==> config.mk <==
export PLATFORM = sky130hd
export DESIGN_NAME = spi_dev_rx
export DESIGN_NICKNAME = d
export VERILOG_FILES = /design/src/rtl/spi_dev_rx.sv
export SDC_FILE = /design/constraint.sdc
export NUM_CORES = 1
export LEC_CHECK = 0
export BUFFER_PORTS_ARGS = -buffer_cell sky130_fd_sc_hd__buf_2
export CORE_MARGIN = 3
export CORE_UTILIZATION = 55
export DETAILED_ROUTE_END_ITERATION = 10
export PLACE_DENSITY = 0.78
export REMOVE_ABC_BUFFERS = 1
export SLEW_MARGIN = 20
export SYNTH_ARGS = -nofsm -noshare
export SYNTH_HDL_FRONTEND = slang
export SYNTH_SLANG_ARGS = --single-unit
==> constraint.sdc <==
create_clock -name clk -period 3.5 [get_ports clk]
set_input_delay 0.175 -clock clk [delete_from_list [all_inputs] [get_ports clk]]
set_output_delay 0.175 -clock clk [all_outputs]
set_load 0.01 [all_outputs]
==> src/rtl/spi_dev_rx.sv <==
// Device-end receiver for the strobe/clock/data serial link: oversamples all three
// lines, rebuilds bytes framed by an active-low strobe and presents them on a valid/ack register.
module spi_dev_rx #(
  parameter int LSB_FIRST   = 1,
  parameter int SYNC_STAGES = 2
) (
  input  logic       clk,
  input  logic       rst,
  input  logic       dev_stb,
  input  logic       dev_clk,
  input  logic       dev_dio,
  output logic [7:0] data,
  output logic       data_rdy,
  input  logic       data_ack,
  output logic [2:0] byte_idx,
  output logic       frame_start,
  output logic       frame_end,
  output logic       overrun,
  output logic       frame_err,
  input  logic       err_clr,
  output logic [1:0] diag_state,
  output logic [2:0] diag_bit_cnt
);

  typedef enum logic [1:0] {
    IDLE = 2'b00,
    RECV = 2'b01,
    ERR  = 2'b10
  } state_t;

  logic [SYNC_STAGES-1:0] stb_sync_q, stb_sync_d;
  logic [SYNC_STAGES-1:0] clk_sync_q, clk_sync_d;
  logic [SYNC_STAGES-1:0] dio_sync_q, dio_sync_d;
  logic stb_dly_q, stb_dly_d;
  logic clk_dly_q, clk_dly_d;
  logic stb_fall_q, stb_fall_d;
  logic stb_rise_q, stb_rise_d;
  logic clk_rise_q, clk_rise_d;
  logic dio_smp_q, dio_smp_d;
  logic stb_s, clk_s, dio_s;

  state_t     state_q, state_d;
  logic [2:0] bit_cnt_q, bit_cnt_d;
  logic [2:0] fbc_q, fbc_d;
  logic [7:0] shift_q, shift_d;
  logic [7:0] data_q, data_d;
  logic       rdy_q, rdy_d;
  logic [2:0] idx_q, idx_d;
  logic       fs_q, fs_d;
  logic       fe_q, fe_d;
  logic       ovr_q, ovr_d;
  logic       ferr_q, ferr_d;
  logic [7:0] shifted;

  // Edge events are registered, so the FSM always sees one-cycle pulses with dio aligned to them.
  always_comb begin
    stb_sync_d = {stb_sync_q[SYNC_STAGES-2:0], dev_stb};
    clk_sync_d = {clk_sync_q[SYNC_STAGES-2:0], dev_clk};
    dio_sync_d = {dio_sync_q[SYNC_STAGES-2:0], dev_dio};
    stb_s      = stb_sync_q[SYNC_STAGES-1];
    clk_s      = clk_sync_q[SYNC_STAGES-1];
    dio_s      = dio_sync_q[SYNC_STAGES-1];
    stb_dly_d  = stb_s;
    clk_dly_d  = clk_s;
    stb_fall_d = stb_dly_q & ~stb_s;
    stb_rise_d = ~stb_dly_q & stb_s;
    clk_rise_d = ~clk_dly_q & clk_s;
    dio_smp_d  = dio_s;
  end

  always_ff @(posedge clk or negedge rst) begin
    if (!rst) begin
      stb_sync_q <= '1;
      clk_sync_q <= '1;
      dio_sync_q <= '0;
      stb_dly_q  <= 1'b1;
      clk_dly_q  <= 1'b1;
      stb_fall_q <= 1'b0;
      stb_rise_q <= 1'b0;
      clk_rise_q <= 1'b0;
      dio_smp_q  <= 1'b0;
    end else begin
      stb_sync_q <= stb_sync_d;
      clk_sync_q <= clk_sync_d;
      dio_sync_q <= dio_sync_d;
      stb_dly_q  <= stb_dly_d;
      clk_dly_q  <= clk_dly_d;
      stb_fall_q <= stb_fall_d;
      stb_rise_q <= stb_rise_d;
      clk_rise_q <= clk_rise_d;
      dio_smp_q  <= dio_smp_d;
    end
  end

  always_comb begin
    state_d   = state_q;
    bit_cnt_d = bit_cnt_q;
    fbc_d     = fbc_q;
    shift_d   = shift_q;
    data_d    = data_q;
    rdy_d     = rdy_q;
    idx_d     = idx_q;
    fs_d      = 1'b0;
    fe_d      = 1'b0;
    ovr_d     = ovr_q;
    ferr_d    = ferr_q;
    shifted   = (LSB_FIRST != 0) ? {dio_smp_q, shift_q[7:1]} : {shift_q[6:0], dio_smp_q};

    if (data_ack && rdy_q) rdy_d = 1'b0;
    // Clear first so a same-cycle set event below takes priority.
    if (err_clr) begin
      ovr_d  = 1'b0;
      ferr_d = 1'b0;
    end

    case (state_q)
      RECV: begin
        if (stb_rise_q) begin
          fe_d      = 1'b1;
          state_d   = IDLE;
          bit_cnt_d = 3'd0;
          shift_d   = 8'd0;
          if (bit_cnt_q != 3'd0) ferr_d = 1'b1;
        end else if (clk_rise_q) begin
          shift_d = shifted;
          if (bit_cnt_q == 3'd7) begin
            bit_cnt_d = 3'd0;
            if (!rdy_q || data_ack) begin
              data_d = shifted;
              idx_d  = fbc_q;
              rdy_d  = 1'b1;
            end else begin
              ovr_d = 1'b1;
            end
            if (fbc_q != 3'd7) fbc_d = fbc_q + 3'd1;
          end else begin
            bit_cnt_d = bit_cnt_q + 3'd1;
          end
        end
      end
      default: begin
        // IDLE, and the reserved ERR code which behaves as IDLE.
        if (stb_fall_q) begin
          fs_d      = 1'b1;
          bit_cnt_d = 3'd0;
          fbc_d     = 3'd0;
          state_d   = RECV;
        end
      end
    endcase
  end

  always_ff @(posedge clk or negedge rst) begin
    if (!rst) begin
      state_q   <= IDLE;
      bit_cnt_q <= 3'd0;
      fbc_q     <= 3'd0;
      shift_q   <= 8'd0;
      data_q    <= 8'd0;
      rdy_q     <= 1'b0;
      idx_q     <= 3'd0;
      fs_q      <= 1'b0;
      fe_q      <= 1'b0;
      ovr_q     <= 1'b0;
      ferr_q    <= 1'b0;
    end else begin
      state_q   <= state_d;
      bit_cnt_q <= bit_cnt_d;
      fbc_q     <= fbc_d;
      shift_q   <= shift_d;
      data_q    <= data_d;
      rdy_q     <= rdy_d;
      idx_q     <= idx_d;
      fs_q      <= fs_d;
      fe_q      <= fe_d;
      ovr_q     <= ovr_d;
      ferr_q    <= ferr_d;
    end
  end

  assign data         = data_q;
  assign data_rdy     = rdy_q;
  assign byte_idx     = idx_q;
  assign frame_start  = fs_q;
  assign frame_end    = fe_q;
  assign overrun      = ovr_q;
  assign frame_err    = ferr_q;
  assign diag_state   = state_q;
  assign diag_bit_cnt = bit_cnt_q;

endmodule

==> summary.md <==
| Metric | Value |
|---|---|
| Max Fclk | `535 MHz` |
| Post-Syn Area | `1720 um2` |
| Post-DP HPWL | `1.93 mm` |
| Grt total ovfl | `0` |
| Final WL | `2.78 mm` |
| Cell Pwr Density | `498 nW/um2` |
| Die width | `61.9 um` |
| Tmin final | `1.87 ns` |
| ANT nets after route | `0` |
| CP max FO | `11` |
| WP data arrival | `2.10 ns` |
| Initial core utilization | `59.8%` |
| Clk buf depth | `2` |
| DRT Pass-1 Iters | `4` |
| Post-synth top area share | `52.4%` |
| Setup TNS | `0 ns` |
| Fin cells | `201` |
| Comb pwr share | `15.0%` |
| Die ar. | `3830 um2` |
| Num ports | `28` |
| Final estimated routing congestion in global placement | `0.733` |
| Clock power frac | `24.5%` |
| DIE HEIGHT | `61.9 um` |
| Fin. max-slew vios | `0` |
| Least-Margin Pin Slew | `0.886 ns` |
| Max Cap Viol | `0` |
| Fin nets | `171` |
| Syn Inst Count | `127` |
| Pleak | `1.04 nW` |
| Share of cells above drive strength 1 | `32.7%` |
| Psw | `0.267 mW` |
| Area Overhead vs Synth | `14.3%` |
| First-pass GRT wire length | `4.42 mm` |
| Vias per cell | `5.05` |
| Placed cell count | `188` |
| Hold slack | `0.135 ns` |
| Period utilisation layout | `53.4%` |
| CTS clk-pin slew, worst paths | `0.12 ns` |
| Clk_skew | `0.00961 ns` |
| Finished Cell Area | `1970 um2` |
| # diodes | `0` |
| Sequential share of power | `60.5%` |
| Ys Warns | `0` |
| Worst slew margin | `40.9%` |
| Met1 wire length | `1.25 mm` |
| Final setup fails | `0` |
| Critical path class | `flip-flop to flip-flop` |
| Status | `finished clean` |
| Root Driver | `clkbuf_4` |
| Post-cts gate resize count | `0` |
| Cell Rows | `19` |
| RSZ-0062 raised after global routing | `false` |
| CTS H-tree lvls | `2` |
| Design internal power | `0.711 mW` |
| Hold Fails Final Rpt | `0` |
| Worst-Skew Late Latency | `0.34 ns` |
| Largest net degree at the start of global routing | `43` |
| Initial antenna violation count | `0` |
| TritonCTS clock tree | `built` |
| Seq/Total Area, Yosys | `61.6%` |
| Cell Area, Placed | `1860 um2` |
| Peak VDD IR | `0.296 mV` |
| GRT Util Overall | `16.6%` |
| # hold bufs at CTS | `4` |
| Unique cell type count in the Yosys netlist | `26` |
| Top routing layer in use | `met4` |
| Core area | `2880 um2` |
| DR iter-0 viols | `30` |
| Met3 Wirelength | `89 um` |
| DRC | `0` |
| Synth area leader | `dfrtp_1` |
| Vias in the first global route | `999` |
| Met2 wire length | `1.41 mm` |
| Worst setup EP type | `flip-flop` |
| Syn Area/Cell | `13.5 um2` |
| Synth area leaders | `dfrtp_1 (52%), dfstp_2 (9.2%), mux2_4 (8.7%)` |
| Switch share | `27.3%` |
| CTS Sinks | `42` |
| Via count | `1015` |
| Critical Path RT | `3.73 ns` |
| CTS Buf Count | `5` |
| Post-CTS setup buffers | `0` |
| # fillers | `203` |
| Worst setup SP type | `flip-flop` |
| Flops & latches, synth | `42` |
| Wire per inst | `13.8 um` |
| Hold WC Path Type | `input port to flip-flop` |
| IO buf count | `26` |
[power by group through the flow]
| stage | logic (mW) | clock network, mW | registers [mW] |
|---|---|---|---|
| final | 0.147 | 0.240 | 0.592 |
| after global routing | 0.162 | 0.277 | 0.600 |
| after CTS | 0.145 | 0.248 | 0.592 |
| after detailed placement | 0.140 | 0 | 0.602 |
| after global placement | 0.132 | 0 | 0.597 |
| after floorplan | 0.0983 | 0 | 0.590 |
[path summary, 6_finish.rpt]
kind	depth (start not counted)	endpoint	from	slack, ns
max	5	byte_idx[0]	diag_bit_cnt[0]	1.63
min	3	data_rdy	data_ack	0.13
max reg2reg	5	byte_idx[0]	diag_bit_cnt[0]	1.63
min reg2reg	0	dio_sync_q[1]	dio_sync_q[0]	0.36
max in group asynchronous	2	stb_rise_q	rst	2.46
min in group asynchronous	2	data[3]	rst	0.49
[per-layer routing]
metal  vias to the layer above  track usage [%]
li1                        486                -
met5                         -                0
met2                        18             27.7
met4                         0             8.18
met1                       506             19.5
met3                         5             4.96
[area by class of cell]
class / instances / area, um2 / share of cell area, %
well taps: 42 / 52.6 / 2.67
clock inverters: 1 / 5.00 / 0.255
clock buffers: 7 / 55.1 / 2.80
inverters: 15 / 56.3 / 2.86
repair buffers: 31 / 180 / 9.17
multi-input cells: 63 / 558 / 28.4
flip-flops and latches: 42 / 1060 / 53.9
[layout by cell type (no fill, tap or decap), types with 5 or more instances in the layout]
cell            n
dfrtp_1        36
buf_2          26
inv_1          15
mux2_4         10
o22ai_1         8
nand2_1         6
a2bb2oi_1       6
ha_1            6
dfstp_2         6
clkbuf_4        5
dlygate4sd3_1   5
[flip-flops by register name, indices dropped and copies added (netlist names), 2 cells and up]
name and count:
byte_idx 3, diag_bit_cnt 3, data 8, fbc_q 3
clk_sync_q 2, shift_q 7, stb_sync_q 2, dio_sync_q 2
[metrics by stage]
stage               worst slack [ns]  power, mW  util (%)
floorplan                       1.72      0.688         -
detailed placement              1.62      0.742      64.5
finish                          1.63      0.978      68.3
global route                    1.55       1.04      68.3
CTS                             1.63      0.985      68.0
global placement                1.70      0.729      64.5
[Yosys cell counts, drive strengths merged]
cell / instances
a22o: 1
dfrtp: 36
o21ai: 4
o22ai: 8
and2: 2
nor2: 1
nor2b: 5
nor3: 1
a32o: 2
clkbuf: 1
buf: 6
mux2i: 4
nand2b: 3
dfstp: 6
nand4b: 1
inv: 15
a2bb2oi: 6
and4b: 1
mux2: 11
conb: 1
nand2: 6
ha: 6
[cell families after synthesis]
| logic type | share of synthesized area (%) |
|---|---|
| mux | 11.7 |
| buf+inv | 5.97 |
| compound gates | 8.81 |
| simple gates | 7.35 |
| other cells | 0.218 |
| fa+ha+maj | 4.37 |
| flops | 61.6 |
[critical path, cell delays in order, from the launching register on]
cell and delay (ns):
dfrtp_1 0.42, ha_1 0.19, ha_1 0.16, nand4b_2 0.17
nor2b_4 0.44, mux2_2 0.39
Note: power is estimated with default switching activity, not from simulation.
